## src/rtl/sprite_frame_scheduler_if.sv

```systemverilog
// sprite_frame_scheduler_if: client handshake and VGA pixel bundle for the frame scheduler
`timescale 1ns/1ps
interface sprite_frame_scheduler_if #(
  parameter int NUM_CLIENTS = 4
);
  logic                     enable;
  logic [NUM_CLIENTS-1:0]   finish_in;
  logic [9*NUM_CLIENTS-1:0] x_in;
  logic [8*NUM_CLIENTS-1:0] y_in;
  logic [3*NUM_CLIENTS-1:0] colour_in;
  logic [NUM_CLIENTS-1:0]   draw_out;
  logic [NUM_CLIENTS-1:0]   erase_out;
  logic [8:0]               vga_x;
  logic [7:0]               vga_y;
  logic [2:0]               vga_colour;
  logic                     vga_plot;
  logic                     frame_tick;
  logic                     busy;
  logic                     overrun;
  modport master (
    output enable, finish_in, x_in, y_in, colour_in,
    input  draw_out, erase_out, vga_x, vga_y, vga_colour, vga_plot, frame_tick, busy, overrun
  );
  modport slave (
    input  enable, finish_in, x_in, y_in, colour_in,
    output draw_out, erase_out, vga_x, vga_y, vga_colour, vga_plot, frame_tick, busy, overrun
  );
endinterface

```

## src/rtl/sprite_frame_scheduler.sv

```systemverilog
// sprite_frame_scheduler: frame-rate tick plus per-client erase/draw sequencing and VGA pixel mux
`timescale 1ns/1ps
module sprite_frame_scheduler #(
  parameter int NUM_CLIENTS    = 4,
  parameter int FRAME_CYCLES   = 833333,
  parameter int DRAW_CYCLES    = 64,
  parameter int TIMEOUT_CYCLES = 256
) (
  input logic clk,
  input logic reset,
  sprite_frame_scheduler_if.slave bus
);
  localparam int IW = NUM_CLIENTS > 1 ? $clog2(NUM_CLIENTS) : 1;
  localparam int FW = $clog2(FRAME_CYCLES);
  localparam int EW = $clog2(TIMEOUT_CYCLES) + 1;
  localparam int DW = $clog2(DRAW_CYCLES) + 1;
  typedef enum logic [1:0] {IDLE, ERASE, DRAW, NEXT} state_t;
  state_t                 state_q, state_d;
  logic [FW-1:0]          frame_q, frame_d;
  logic                   tick_q, tick_d;
  logic                   pending_q, pending_d;
  logic                   overrun_q, overrun_d;
  logic [IW-1:0]          idx_q, idx_d, nidx;
  logic [NUM_CLIENTS-1:0] drawn_q, drawn_d;
  logic [EW-1:0]          ecnt_q, ecnt_d;
  logic [DW-1:0]          dcnt_q, dcnt_d;
  logic [8:0]             vx_q;
  logic [7:0]             vy_q;
  logic [2:0]             vc_q;
  logic                   plot_q, plot, accept;
  assign frame_d   = (frame_q == FW'(FRAME_CYCLES - 1)) ? '0 : frame_q + 1'b1;
  assign tick_d    = frame_q == FW'(FRAME_CYCLES - 1);
  assign accept    = tick_q & bus.enable;
  // A tick landing on a queued tick is dropped, so at most one sequence waits.
  assign pending_d = (accept & ~pending_q) | (pending_q & (state_q != IDLE));
  assign overrun_d = overrun_q | (accept & pending_q);
  assign nidx      = idx_q + 1'b1;
  assign plot      = (state_q == ERASE) || (state_q == DRAW);
  // Next-state: walk clients in order, erase only those already drawn once
  always_comb begin
    state_d = state_q;
    idx_d   = idx_q;
    drawn_d = drawn_q;
    ecnt_d  = '0;
    dcnt_d  = '0;
    case (state_q)
      IDLE: if (pending_q) begin
        idx_d   = '0;
        state_d = drawn_q[0] ? ERASE : DRAW;
      end
      ERASE: if (bus.finish_in[idx_q] || ecnt_q == EW'(TIMEOUT_CYCLES - 1)) state_d = DRAW;
             else ecnt_d = ecnt_q + 1'b1;
      DRAW: if (dcnt_q == DW'(DRAW_CYCLES)) begin
        state_d        = NEXT;
        drawn_d[idx_q] = 1'b1;
      end else dcnt_d = dcnt_q + 1'b1;
      NEXT: if (idx_q == IW'(NUM_CLIENTS - 1)) state_d = IDLE;
            else begin
              idx_d   = nidx;
              state_d = drawn_q[nidx] ? ERASE : DRAW;
            end
      default: state_d = IDLE;
    endcase
  end
  // Client levels; DRAW's first cycle is a dead cycle so erase and draw never touch
  always_comb begin
    bus.draw_out         = '0;
    bus.erase_out        = '0;
    bus.draw_out[idx_q]  = (state_q == DRAW) && (dcnt_q != '0);
    bus.erase_out[idx_q] = state_q == ERASE;
  end
  // Registers: frame timing, tick queue, sequencer and the one-cycle VGA mux
  always_ff @(posedge clk) begin
    if (!reset) begin
      state_q   <= IDLE;
      frame_q   <= '0;
      tick_q    <= 1'b0;
      pending_q <= 1'b0;
      overrun_q <= 1'b0;
      idx_q     <= '0;
      drawn_q   <= '0;
      ecnt_q    <= '0;
      dcnt_q    <= '0;
      vx_q      <= '0;
      vy_q      <= '0;
      vc_q      <= '0;
      plot_q    <= 1'b0;
    end else begin
      state_q   <= state_d;
      frame_q   <= frame_d;
      tick_q    <= tick_d;
      pending_q <= pending_d;
      overrun_q <= overrun_d;
      idx_q     <= idx_d;
      drawn_q   <= drawn_d;
      ecnt_q    <= ecnt_d;
      dcnt_q    <= dcnt_d;
      vx_q      <= plot ? bus.x_in[idx_q*9 +: 9] : vx_q;
      vy_q      <= plot ? bus.y_in[idx_q*8 +: 8] : vy_q;
      vc_q      <= plot ? bus.colour_in[idx_q*3 +: 3] : vc_q;
      plot_q    <= plot;
    end
  end
  assign bus.vga_x      = vx_q;
  assign bus.vga_y      = vy_q;
  assign bus.vga_colour = vc_q;
  assign bus.vga_plot   = plot_q;
  assign bus.frame_tick = tick_q;
  assign bus.busy       = state_q != IDLE;
  assign bus.overrun    = overrun_q;
endmodule

```

## src/flat_wrapper.sv

```systemverilog
// flat-port wrapper written by rule: the top's interface ports become plain ports
module sprite_frame_scheduler_flat 
#(
  parameter int NUM_CLIENTS    = 4,
  parameter int FRAME_CYCLES   = 833333,
  parameter int DRAW_CYCLES    = 64,
  parameter int TIMEOUT_CYCLES = 256
)
  (clk, reset, bus_enable, bus_finish_in, bus_x_in, bus_y_in, bus_colour_in, bus_draw_out, bus_erase_out, bus_vga_x, bus_vga_y, bus_vga_colour, bus_vga_plot, bus_frame_tick, bus_busy, bus_overrun);
  sprite_frame_scheduler_if #(.NUM_CLIENTS(NUM_CLIENTS)) bus_i ();
  input logic clk;
  input logic reset;
  input wire logic [$bits(bus_i.enable)-1:0] bus_enable;
  input wire logic [$bits(bus_i.finish_in)-1:0] bus_finish_in;
  input wire logic [$bits(bus_i.x_in)-1:0] bus_x_in;
  input wire logic [$bits(bus_i.y_in)-1:0] bus_y_in;
  input wire logic [$bits(bus_i.colour_in)-1:0] bus_colour_in;
  output wire logic [$bits(bus_i.draw_out)-1:0] bus_draw_out;
  output wire logic [$bits(bus_i.erase_out)-1:0] bus_erase_out;
  output wire logic [$bits(bus_i.vga_x)-1:0] bus_vga_x;
  output wire logic [$bits(bus_i.vga_y)-1:0] bus_vga_y;
  output wire logic [$bits(bus_i.vga_colour)-1:0] bus_vga_colour;
  output wire logic [$bits(bus_i.vga_plot)-1:0] bus_vga_plot;
  output wire logic [$bits(bus_i.frame_tick)-1:0] bus_frame_tick;
  output wire logic [$bits(bus_i.busy)-1:0] bus_busy;
  output wire logic [$bits(bus_i.overrun)-1:0] bus_overrun;
  assign bus_i.enable = bus_enable;
  assign bus_i.finish_in = bus_finish_in;
  assign bus_i.x_in = bus_x_in;
  assign bus_i.y_in = bus_y_in;
  assign bus_i.colour_in = bus_colour_in;
  assign bus_draw_out = bus_i.draw_out;
  assign bus_erase_out = bus_i.erase_out;
  assign bus_vga_x = bus_i.vga_x;
  assign bus_vga_y = bus_i.vga_y;
  assign bus_vga_colour = bus_i.vga_colour;
  assign bus_vga_plot = bus_i.vga_plot;
  assign bus_frame_tick = bus_i.frame_tick;
  assign bus_busy = bus_i.busy;
  assign bus_overrun = bus_i.overrun;
  sprite_frame_scheduler #(.NUM_CLIENTS(NUM_CLIENTS), .FRAME_CYCLES(FRAME_CYCLES), .DRAW_CYCLES(DRAW_CYCLES), .TIMEOUT_CYCLES(TIMEOUT_CYCLES)) u_core (.clk(clk), .reset(reset), .bus(bus_i));
endmodule
```

## config.mk

```make
export PLATFORM = sky130hd
export DESIGN_NAME = sprite_frame_scheduler_flat
export DESIGN_NICKNAME = d
export VERILOG_FILES = /design/src/rtl/sprite_frame_scheduler_if.sv /design/src/rtl/sprite_frame_scheduler.sv /design/src/flat_wrapper.sv
export SDC_FILE = /design/constraint.sdc
export NUM_CORES = 1
export LEC_CHECK = 0
export BUFFER_PORTS_ARGS = -buffer_cell sky130_fd_sc_hd__buf_2
export CAP_MARGIN = 30
export CELL_PAD_IN_SITES_DETAIL_PLACEMENT = 1
export CELL_PAD_IN_SITES_GLOBAL_PLACEMENT = 2
export CORE_UTILIZATION = 30
export DETAILED_ROUTE_END_ITERATION = 7
export PLACE_DENSITY_LB_ADDON = 0.1
export RECOVER_POWER = 25
export SLEW_MARGIN = 20
export SYNTH_ARGS = -nofsm -noshare
export SYNTH_HDL_FRONTEND = slang
export SYNTH_SLANG_ARGS = --single-unit
```

## constraint.sdc

```tcl
create_clock -name clk -period 2.93 [get_ports clk]
set_input_delay 0.4395 -clock clk [delete_from_list [all_inputs] [get_ports clk]]
set_output_delay 0.4395 -clock clk [all_outputs]
set_load 0.02 [all_outputs]
```

# Word level (Yosys, flattened, before mapping)
# Index checks and enable logic that the tools add are counted.
[classes]
eq_ne = 11
n_reduce_logical = 14
mux = 16
bitwise_logic = 13
shift = 3
n_mul = 2
addsub = 4
n_lt_le_gt_ge = 3
[ops]
columns = ["cell", "count"]
rows = [
  ["36-bit by 7-bit indexed part select with 9-bit output", 1],
  ["32-bit by 6-bit indexed part select with 8-bit output", 1],
  ["20-bit by 1-bit adder with 20-bit output (second input constant)", 1],
  ["20-bit == test (second input constant)", 1],
  ["2-bit two-way mux", 8],
  ["12-bit by 5-bit indexed part select with 3-bit output", 1],
  ["9-bit by 1-bit adder with 9-bit output (second input constant)", 1],
  ["9-bit by 8-bit == test with 1-bit output (second input constant)", 1],
  ["4-bit bitwise AND", 2],
  ["2-bit one-hot mux with 4 select lines", 1],
  ["7-bit by 1-bit adder with 7-bit output (second input constant)", 1],
  ["7-bit == test (second input constant)", 1],
  ["7-bit nonzero test", 1],
  ["2-bit == test (second input constant)", 3],
  ["2-bit by 3-bit < comparator with 1-bit output (second input constant)", 2],
  ["2-bit by 4-bit multiplier with 6-bit output (second input constant)", 1],
  ["2-bit != test (second input constant)", 3],
  ["3-bit AND reduction", 2],
  ["3-bit OR reduction", 2],
  ["1-bit bitwise AND", 4],
  ["1-bit binary-select mux with 2-bit select", 2],
  ["2-bit by 2-bit multiplier with 4-bit output (second input constant)", 1],
  ["1-bit NOT", 4],
  ["4-bit bitwise OR", 1],
  ["14 further kinds", 20],
]
[word_totals]
in_bits = 87
ff_bits = 68
wordCells = 79

# Depth between registers and ports, before layout
[logic_depth]
depth_word = 6
mapped_depth = 8

# Worst setup path before layout
# OpenSTA, ideal clock, no wires.
[synth_timing]
kind = "reg-to-reg"
startpoint = "register u_core.idx_q[0]"
endpoint = "register u_core.state_q[0]"
t_required_ps = 2798
setup_ps = 132
n_path_buf = 2
path_slack_ps = 499
arrival_ps = 2299
path_stages_with_launch = 9
path_cell_list = "dfxtp_1 clkbuf_1 buf_2 inv_1 ha_1 mux4_2 nor2b_1 o311ai_0 mux2i_1"
[synth_via]
elab_chain_len = 6
[synth_rtl]
columns = ["item", "line_no", "rtl"]
rows = [
  ["start: declaration", "sprite_frame_scheduler.sv:23", "logic [IW-1:0] idx_q, idx_d, nidx;"],
  ["start signal: assignment", "sprite_frame_scheduler.sv:94", "idx_q <= idx_d;"],
  ["2-bit by 1-bit adder with 2-bit output", "sprite_frame_scheduler.sv:37", "assign nidx = idx_q + 1'b1;"],
  ["1-bit binary-select mux with 2-bit select", "sprite_frame_scheduler.sv:60", "state_d = drawn_q[nidx] ? ERASE : DRAW;"],
  ["1-bit two-way mux (implied by the code)", "sprite_frame_scheduler.sv:60", ""],
  ["2-bit two-way mux", "sprite_frame_scheduler.sv:60", ""],
  ["2-bit two-way mux", "sprite_frame_scheduler.sv:57", "NEXT: if (idx_q == IW'(NUM_CLIENTS - 1)) state_d = IDLE;"],
  ["2-bit one-hot mux with 4 select lines", "sprite_frame_scheduler.sv:46", "case (state_q)"],
  ["end signal: assignment", "sprite_frame_scheduler.sv:89", "state_q <= state_d;"],
  ["end: declaration", "sprite_frame_scheduler.sv:18", "state_t state_q, state_d;"],
]
# Several ways; a longest one is shown, not always the timed one. The select of a mux whose other input is x is not followed.
# A chain may end at the register's enable or synchronous reset.

# Worst setup path after layout
[layout_timing]
startpoint = "register u_core.idx_q[0]"
endpoint = "output bus_draw_out[3]"
[layout_via]
elab_chain_len = 5
[layout_rtl]
columns = ["item", "line_no", "rtl"]
rows = [
  ["2-bit by 3-bit < comparator with 1-bit output (implied by the code) / 2-bit by 1-bit greater-or-equal comparator with 1-bit output (equally long branches)", "sprite_frame_scheduler.sv:69", "bus.draw_out[idx_q] = (state_q == DRAW) && (dcnt_q != '0);"],
  ["1-bit logical AND", "sprite_frame_scheduler.sv:69", ""],
  ["1-bit two-way mux (implied by the code)", "sprite_frame_scheduler.sv:69", ""],
  ["1-bit demux with 2-bit select (*)", "--", ""],
  ["4-bit bitwise AND (no line) (*)", "--", ""],
  ["end: declaration", "flat_wrapper.sv:18", "output wire logic [$bits(bus_i.draw_out)-1:0] bus_draw_out;"],
]
# Mark *: on every way between the ends. The rest lies on a longest branch, timed or not.

==> flow_metrics.tcl <==
set metrics [dict create \
    fin_skew_ns 0.00459 \
    async_flop_share_pct 0 \
    clock-sinks 68 \
    gr-total-overflow 0 \
    wl_per_cell_um 15.2 \
    ctsHoldBuffers 0 \
    mostFrequentLayoutCell "buf_2" \
    cts_tree "built" \
    antenna_found_initial 0 \
    multi_input_area_mm2 0.00197 \
    antenna_cells 0 \
    tightest_slew_ns 0.873 \
    clk_pin_slew_ns 0.05 \
    peakVddDrop_uv 245 \
    nFillCells 1327 \
    clock_latency_ns 0.32 \
    arrival_ns 1.74 \
    wirelength_mm 9.33 \
    rows 38 \
    die_h_um 110 \
    p_leak_nw 1.69 \
    syn_avg_cell_area_um2 9.91 \
    drv_slew 0 \
    synth-edff-count 0 \
    finalCriticalPeriod_ns 2.18 \
    synth_seq_cells 68 \
    synth_warnings 0 \
    cap_violations 0 \
    grt_pass1_wl_mm 14.7 \
    num_vias 2964 \
    io_pins 119 \
    seq_area_frac_synth_pct 39.1 \
    cts.path.max_buffers 2 \
    synth_cells 351 \
    syn_area_mm2 0.00348 \
    cts-htree-levels 3 \
    synth_cell_types 41 \
    vias_per_cell 4.82 \
    layout.area.seq_mm2 0.00136 \
    placed_area_mm2 0.00422 \
    cp-start-kind "register" \
    hp-class "in -> reg" \
    cp_max_fo 25 \
    tns_ns 0 \
    gp_congestion 0.698 \
    grt_setup_unrepaired "no" \
    finalCritPeriodShare_pct 74.4 \
    hold_slack_ns 0.405 \
    worstPathRequired_ns 2.49 \
    dieWidth_um 110 \
    drt_first_pass_iters 4 \
    core_region_area_mm2 0.0111 \
    slew_headroom_pct 41.8 \
    pwr_density_cell_mw_per_mm2 510 \
    post_cts_buffers 0 \
    timing_worst_setup_path_type "reg -> out" \
    grt_pass1_vias 3030 \
    grt_max_degree 26 \
    hold_viol 0 \
    final_cell_area_mm2 0.00445 \
    drt_iter0_drc 75 \
    setup.worst_path.end_class "output pin" \
    cts.repair.resized 0 \
    post-route-util_pct 40.2 \
    portBuffers 118 \
    fmax_ghz 0.459 \
    start_util_pct 31.4 \
    drc 0 \
    mostFrequentLayoutCells "buf_2 (94), dfxtp_1 (67), nor2_1 (61)" \
    dieArea_mm2 0.0120 \
    setup_viol 0 \
    cts_made_buffers 9 \
    layout-drive-gt1-share_pct 29.7 \
    status "finished clean" \
    grt_usage_pct 16.0 \
    fin_nets 573 \
    ant_nets 0 \
    synthToLayoutAreaGrowth_pct 28.0 \
    synthFlopType "dfxtp_1" \
    dp_hpwl_mm 7.33 \
    root_buffer "clkbuf_16" \
    synth_nets 453 \
]
## critical path, cell delays in order, from the launching register on
cell	delay, ns
dfxtp_2	0.32
buf_4	0.39
ha_1	0.39
and2_1	0.17
buf_2	0.16
## layout make-up
| class | instances | area share, % |
|---|---|---|
| inverter | 20 | 1.69 |
| clock buffer | 13 | 5.85 |
| timing repair buffer | 124 | 13.5 |
| sequential | 68 | 30.6 |
| tap | 140 | 3.93 |
| multi-input combinational | 248 | 44.2 |
| clock inverter | 2 | 0.225 |
## flip-flops by register name, indices dropped and copies added, names as in the netlist, 3 cells and up
| register | count |
|---|---|
| u_core.frame_q | 20 |
| u_core.bus.vga_x | 9 |
| u_core.ecnt_q | 9 |
| u_core.bus.vga_y | 8 |
| u_core.dcnt_q | 7 |
| u_core.drawn_q | 4 |
| u_core.bus.vga_colour | 3 |
## synthesized netlist by cell type, drive strengths merged (4+ instances only)
library cell / instances / area, um2
a21oi: 11 / 55.1
and2: 9 / 56.3
and3: 5 / 32.5
buf: 10 / 56.3
clkbuf: 5 / 18.8
dfxtp: 68 / 1360
ha: 15 / 188
inv: 20 / 75.1
mux2i: 23 / 230
mux4: 21 / 473
nand2: 12 / 45.0
nand3: 18 / 100
nand4: 6 / 37.5
nor2: 61 / 229
nor3: 4 / 20.0
nor4: 5 / 31.3
o21ai: 4 / 20.0
o31ai: 4 / 35.0
or3: 4 / 25.0
or4: 4 / 30.0
xnor2: 15 / 131
xor2: 8 / 70.1
## report_power, final
part / internal, mW / switching (mW)
sequential: 0.961 / 0.0217
clock: 0.611 / 0.367
combinational: 0.143 / 0.169
## stage by stage
stage                     power (mW)  setup slack (ns)  std cells
after floorplan                 1.19             0.499        351
after global placement          1.32             0.908        600
after detailed placement        1.33             0.814        600
after CTS                       2.33             0.707        615
after global routing            2.39             0.616        615
final                           2.27             0.751        615
## metal layers
layer	vias up	GRT usage, %	wire (um)
met1	1425	18.2	3890
met5	-	0	0
li1	1475	-	-
met3	8	3.56	391
met4	0	4.57	88
met2	56	29.7	4960
## path summary, 6_finish.rpt
path                     startpoint  depth (start not counted)                   to  slack [ns]
setup / recovery    u_core.idx_q[0]                          4      bus_draw_out[3]        0.75
hold / removal           bus_enable                          3   u_core.bus.overrun        0.40
setup reg to reg  u_core.state_q[0]                          5  u_core.bus.vga_x[7]        0.88
hold reg to reg    u_core.ecnt_q[0]                          1     u_core.ecnt_q[0]        0.44
## cells by family (layout without fill, tap and decap cells)
logic type	after synthesis	after routing	synth area share, %
simple gates	138	138	19.7
flops	68	68	39.1
mux	46	46	20.9
buf+inv	35	159	4.32
compound gates	26	26	4.82
xor+xnor	23	23	5.79
fa+ha+maj	15	15	5.40
Power figures use the tool's default switching activity.
